[config.mk]
export PLATFORM = sky130hd
export DESIGN_NAME = imem_loader
export DESIGN_NICKNAME = d
export VERILOG_FILES = /design/src/rtl/imem_loader.sv
export SDC_FILE = /design/constraint.sdc
export NUM_CORES = 1
export LEC_CHECK = 0
export CAP_MARGIN = 30
export CORE_ASPECT_RATIO = 0.9
export CORE_UTILIZATION = 54
export DETAILED_ROUTE_END_ITERATION = 7
export PLACE_DENSITY = 0.73
export SLEW_MARGIN = 10
export SYNTH_ARGS = -nofsm -noshare
export SYNTH_HDL_FRONTEND = slang
export SYNTH_SLANG_ARGS = --single-unit
[constraint.sdc]
create_clock -name clk -period 3 [get_ports clk]
set_input_delay 0.6 -clock clk [delete_from_list [all_inputs] [get_ports clk]]
set_output_delay 0.6 -clock clk [all_outputs]
set_load 0.02 [all_outputs]
[src/rtl/imem_loader.sv]
// Frames a UART byte stream into 16-bit words for the instruction RAM write port.
// Holds the CPU in reset while an image loads and answers each frame with ACK or NAK.
module imem_loader #(
   parameter int          ADDR_WIDTH     = 12,
   parameter logic [7:0]  SYNC_BYTE      = 8'hA5,
   parameter logic [7:0]  ACK_BYTE       = 8'h06,
   parameter logic [7:0]  NAK_BYTE       = 8'h15,
   parameter int          TIMEOUT_CYCLES = 1000000
) (
   input  logic                  clk,
   input  logic                  reset,
   input  logic [7:0]            rx_data,
   input  logic                  rx_valid,
   output logic [7:0]            ack_data,
   output logic                  ack_valid,
   input  logic                  ack_ready,
   output logic [ADDR_WIDTH-1:0] w_addr,
   output logic [15:0]           w_data,
   output logic                  w_en,
   output logic                  cpu_hold,
   output logic                  done,
   output logic                  error
);

   // state   | meaning
   // IDLE    | waiting for SYNC_BYTE, other bytes ignored
   // LEN_HI  | expecting word count high byte
   // LEN_LO  | expecting word count low byte, count validated here
   // DATA_HI | expecting high byte of next word
   // DATA_LO | expecting low byte, word written on the following clock
   // CSUM    | expecting 8-bit sum of all data bytes
   // RESP    | ack_valid held until ack_ready
   localparam logic [2:0] S_IDLE    = 3'd0;
   localparam logic [2:0] S_LEN_HI  = 3'd1;
   localparam logic [2:0] S_LEN_LO  = 3'd2;
   localparam logic [2:0] S_DATA_HI = 3'd3;
   localparam logic [2:0] S_DATA_LO = 3'd4;
   localparam logic [2:0] S_CSUM    = 3'd5;
   localparam logic [2:0] S_RESP    = 3'd6;

   localparam int              IW       = ADDR_WIDTH + 1;
   localparam int              TW       = $clog2(TIMEOUT_CYCLES + 1);
   localparam logic [TW-1:0]   TMR_LOAD = TW'(TIMEOUT_CYCLES - 1);

   logic [2:0]            state_q, state_d;
   logic [15:0]           len_q, len_d;
   logic [7:0]            hi_q, hi_d;
   logic [7:0]            sum_q, sum_d;
   logic [IW-1:0]         idx_q, idx_d;
   logic [TW-1:0]         tmr_q, tmr_d;
   logic [ADDR_WIDTH-1:0] w_addr_q, w_addr_d;
   logic [15:0]           w_data_q, w_data_d;
   logic                  w_en_q, w_en_d;
   logic [7:0]            ack_data_q, ack_data_d;
   logic                  ack_valid_q, ack_valid_d;
   logic                  done_q, done_d;
   logic                  error_q, error_d;
   logic                  cpu_hold_q, cpu_hold_d;

   logic                  in_frame;
   logic                  timeout;
   logic [15:0]           n_w;

   assign in_frame = (state_q >= S_LEN_HI) && (state_q <= S_CSUM);
   assign timeout  = in_frame && !rx_valid && (tmr_q == '0);
   assign n_w      = {len_q[15:8], rx_data};

   always_comb begin
      state_d     = state_q;
      len_d       = len_q;
      hi_d        = hi_q;
      sum_d       = sum_q;
      idx_d       = idx_q;
      tmr_d       = tmr_q;
      w_addr_d    = w_addr_q;
      w_data_d    = w_data_q;
      w_en_d      = 1'b0;
      ack_data_d  = ack_data_q;
      ack_valid_d = ack_valid_q;
      done_d      = 1'b0;
      error_d     = error_q;
      cpu_hold_d  = cpu_hold_q;

      // Idle timer: reloads on every byte, runs down only while a frame is open.
      if (rx_valid)
         tmr_d = TMR_LOAD;
      else if (in_frame && tmr_q != '0)
         tmr_d = tmr_q - TW'(1);

      if (timeout) begin
         error_d     = 1'b1;
         ack_data_d  = NAK_BYTE;
         ack_valid_d = 1'b1;
         state_d     = S_RESP;
      end else begin
         case (state_q)
            S_IDLE: begin
               if (rx_valid && rx_data == SYNC_BYTE) begin
                  state_d    = S_LEN_HI;
                  cpu_hold_d = 1'b1;
                  error_d    = 1'b0;
                  sum_d      = '0;
                  idx_d      = '0;
               end
            end
            S_LEN_HI: begin
               if (rx_valid) begin
                  len_d   = {rx_data, 8'h00};
                  state_d = S_LEN_LO;
               end
            end
            S_LEN_LO: begin
               if (rx_valid) begin
                  len_d = n_w;
                  if (n_w == 16'd0 || 32'(n_w) > (32'd1 << ADDR_WIDTH)) begin
                     error_d     = 1'b1;
                     ack_data_d  = NAK_BYTE;
                     ack_valid_d = 1'b1;
                     state_d     = S_RESP;
                  end else begin
                     state_d = S_DATA_HI;
                  end
               end
            end
            S_DATA_HI: begin
               if (rx_valid) begin
                  hi_d    = rx_data;
                  sum_d   = sum_q + rx_data;
                  state_d = S_DATA_LO;
               end
            end
            S_DATA_LO: begin
               if (rx_valid) begin
                  sum_d    = sum_q + rx_data;
                  w_en_d   = 1'b1;
                  w_addr_d = idx_q[ADDR_WIDTH-1:0];
                  w_data_d = {hi_q, rx_data};
                  idx_d    = idx_q + IW'(1);
                  state_d  = ((idx_q + IW'(1)) == IW'(len_q)) ? S_CSUM : S_DATA_HI;
               end
            end
            S_CSUM: begin
               if (rx_valid) begin
                  ack_valid_d = 1'b1;
                  state_d     = S_RESP;
                  if (rx_data == sum_q) begin
                     ack_data_d = ACK_BYTE;
                  end else begin
                     ack_data_d = NAK_BYTE;
                     error_d    = 1'b1;
                  end
               end
            end
            S_RESP: begin
               // A NAK leaves cpu_hold set so a corrupt image never starts.
               if (ack_ready) begin
                  ack_valid_d = 1'b0;
                  state_d     = S_IDLE;
                  if (ack_data_q == ACK_BYTE) begin
                     done_d     = 1'b1;
                     cpu_hold_d = 1'b0;
                  end
               end
            end
            default: state_d = S_IDLE;
         endcase
      end
   end

   always_ff @(posedge clk) begin
      if (reset) begin
         state_q     <= S_IDLE;
         len_q       <= '0;
         hi_q        <= '0;
         sum_q       <= '0;
         idx_q       <= '0;
         tmr_q       <= '0;
         w_addr_q    <= '0;
         w_data_q    <= '0;
         w_en_q      <= 1'b0;
         ack_data_q  <= '0;
         ack_valid_q <= 1'b0;
         done_q      <= 1'b0;
         error_q     <= 1'b0;
         cpu_hold_q  <= 1'b0;
      end else begin
         state_q     <= state_d;
         len_q       <= len_d;
         hi_q        <= hi_d;
         sum_q       <= sum_d;
         idx_q       <= idx_d;
         tmr_q       <= tmr_d;
         w_addr_q    <= w_addr_d;
         w_data_q    <= w_data_d;
         w_en_q      <= w_en_d;
         ack_data_q  <= ack_data_d;
         ack_valid_q <= ack_valid_d;
         done_q      <= done_d;
         error_q     <= error_d;
         cpu_hold_q  <= cpu_hold_d;
      end
   end

   assign ack_data  = ack_data_q;
   assign ack_valid = ack_valid_q;
   assign w_addr    = w_addr_q;
   assign w_data    = w_data_q;
   assign w_en      = w_en_q;
   assign cpu_hold  = cpu_hold_q;
   assign done      = done_q;
   assign error     = error_q;

endmodule

==> flow_summary.ini <==
[drt]
wl_per_cell_um = 14.90
vias = 4634
drt_first_pass_iters = 5
drcViolationCount = 0
drt_wl_total_mm = 12.04
via_per_inst = 5.735
ant_nets = 0
drtIter0Drc = 343

[floorplan]
fp.dieArea_sq_um = 9759
die_w_um = 104.0
start_util = 0.5569
fp.dieH_um = 93.82
coreArea_sq_um = 9084
fp-row-count = 33
io_pins = 53

[global_routing]
grt_first_pass_wirelength_mm = 20.43
grt_max_degree = 71
antenna_found_initial = 0
grt_use_total = 0.2603
grt-ovfl-total = 0
grt_pass1_vias = 4232

[synthesis]
synth-edff-count = 0
synth_area_per_cell_sq_um = 8.017
synth-seq-cells = 104
syn_inst = 631
yosysWarnings = 0
syn_area_sq_um = 5059
synth-main-ff-cell = dfxtp_1
ys_seq_area_frac = 0.4116
synth_top_area_share = 0.4116
ys_async_sr_fraction = 0
synth_top_area_cell = dfxtp_1
synthTopCellsByArea = dfxtp_1 41%, nand2_1 9.2%, a21oi_1 7.6%
ys_types = 56

[sta]
tightest_slew_ns = 0.7095
fin_skew_ns = 0.01655
drv_slew = 0
period_needed_ns = 2.669
clock.fmax_ghz = 0.3747
holdWs_ns = 0.4560
rsz0062_at_grt = no
finalHoldViolCount = 0
fin_tns_setup_ns = 0
period_share = 0.8896
maxSlewHeadroom = 0.5270
setup_viol = 0

[clocking]
cts_hold_buf = 0
root_buffer = clkbuf_8
clockBufferDepth = 2
clk_latency_ns = 0.39
cts.sinks = 104
numCtsBuffers = 9
cts_tree = done
clk_pin_slew_worst_paths_ns = 0.10
cts-htree-levels = 3

[worst_setup_path]
crit_required_ns = 3.25
crit_start = rx_data[1]
rrSetupSlack_ns = 0.37
cp.arrival_ns = 2.92
reg2reg_from = idx_q[1]
critPathLaunchType = primary input
criticalPathCategory = primary input to register
worstPathCellList = clkdlybuf4s50_1 > buf_4 > nor4_1 > buf_4 > and3_1 > nand2_1 > nand2_1 > o21ai_0 > a22oi_1 > nor2_1
slowest_stage = clkdlybuf4s50_1
cp-end-kind = register
ff2ff_path_depth = 9
crit_buf_inv = 3
cpPeakStageDelay_ns = 0.47
timing.rr.end = state_q[1]
cp_max_fo = 9
path_delay_family = simple AND/OR/NAND/NOR gates

[min_path]
holdPathEnd = w_addr[3]
hold_start = w_addr[3]
holdPathStages = 2
hold_path_class = register to register

[run_status]
status = finished clean

[layout]
nets = 703
drive_gt1_frac = 0.08746
n_antenna_cell = 0
final_common_cell = nand2_1
layout_common_cells = 124 x nand2_1, 104 x dfxtp_1, 77 x a21oi_1
n_fill_cell = 787
syn2layout_area_growth_pct = 17.44

[power_and_ir_drop]
power.density_nw_per_um2 = 491.4
leakage_nw = 2.130
worst_ir_drop_vdd_v = 0.0003218
p_total_mw = 2.919

[place]
hpwl_mm = 8.319
portBuffers = 48
place_congestion = 0.8783

[run]
cap_violations = 0
cell usage after synthesis (all sizes together) (6+ instances only):
master / number
nand2: 124
dfxtp: 104
a21oi: 78
nor2: 57
clkbuf: 31
xnor2: 26
nor3: 21
o21ai: 18
a22oi: 17
nand3: 14
nor4: 14
xor2: 14
buf: 11
ha: 9
inv: 9
a311oi: 8
and3: 7
nand4: 7
and4: 6
nor2b: 6
power breakdown:
part / switching, mW / internal [mW] / total (mW)
logic: 0.349 / 0.230 / 0.578
registers: 0.0600 / 1.44 / 1.50
clock network: 0.524 / 0.319 / 0.844
per-stage QoR:
step / util / area (sq um) / setup slack, ns / cells
after floorplan: - / 5070 / 0.7007 / 634
after global placement: 0.6333 / 5753 / 0.05958 / 792
after detailed placement: 0.6333 / 5753 / -0.03300 / 792
after CTS: 0.6537 / 5938 / 0.2902 / 808
after global routing: 0.6540 / 5941 / 0.07052 / 808
final: 0.6540 / 5941 / 0.3312 / 808
per-layer routing:
layer,vias up,part of all wire,global-route usage
met5,-,0,0
met4,0,0.010,0.08810
met3,11,0.039,0.04993
met2,119,0.48,0.4233
met1,2191,0.47,0.3473
li1,2313,-,-
cell type report:
class	count	area, sq um	area share
flip-flops and latches	104	2082	0.3505
multi-input cells	479	2774	0.4669
well taps	122	152.6	0.02569
clock buffers	9	123.9	0.02085
inverters	9	33.78	0.005687
repair buffers	78	713.2	0.1201
clock inverters	7	61.31	0.01032
flip-flops by register name, indices dropped and copies added, names as in the netlist, 3 cells and up:
| signal | count |
|---|---|
| sum_q | 8 |
| w_addr | 12 |
| tmr_q | 20 |
| hi_q | 8 |
| idx_q | 13 |
| w_data | 16 |
| ack_data | 3 |
| len_q | 16 |
| state_q | 3 |
cell families after synthesis:
logic type / share of synthesized area
compound gates: 0.1741
mux: 0.005936
fa+ha+maj: 0.02622
buf+inv: 0.04279
xor+xnor: 0.06926
flops: 0.4116
other cells: 0.0007413
simple gates: 0.2694
worst max path at each step:
| stage | end | cells past startpoint |
|---|---|---|
| finish | idx_q[8] | 10 |
| detailed placement | idx_q[6] | 10 |
| global route | state_q[1] | 9 |
| floorplan | ack_valid | 7 |
| global placement | idx_q[6] | 10 |
| CTS | state_q[1] | 9 |
timing repair:
item / 4_1_cts / 5_1_grt
gates resized for setup: 0 / 1
setup endpoints to repair: 0 / 1
buffers inserted: 0 / 0
worst reg2reg max path, stage by stage, from the launching register on:
cell and delay, ns:
dfxtp_1 0.50, ha_2 0.34, and3_1 0.25, mux2i_1 0.11, o311ai_0 0.29, o31ai_1 0.15, nor4_1 0.36, buf_4 0.18
nor4_1 0.04, o31a_2 0.32
Power figures use the tool's default switching activity.
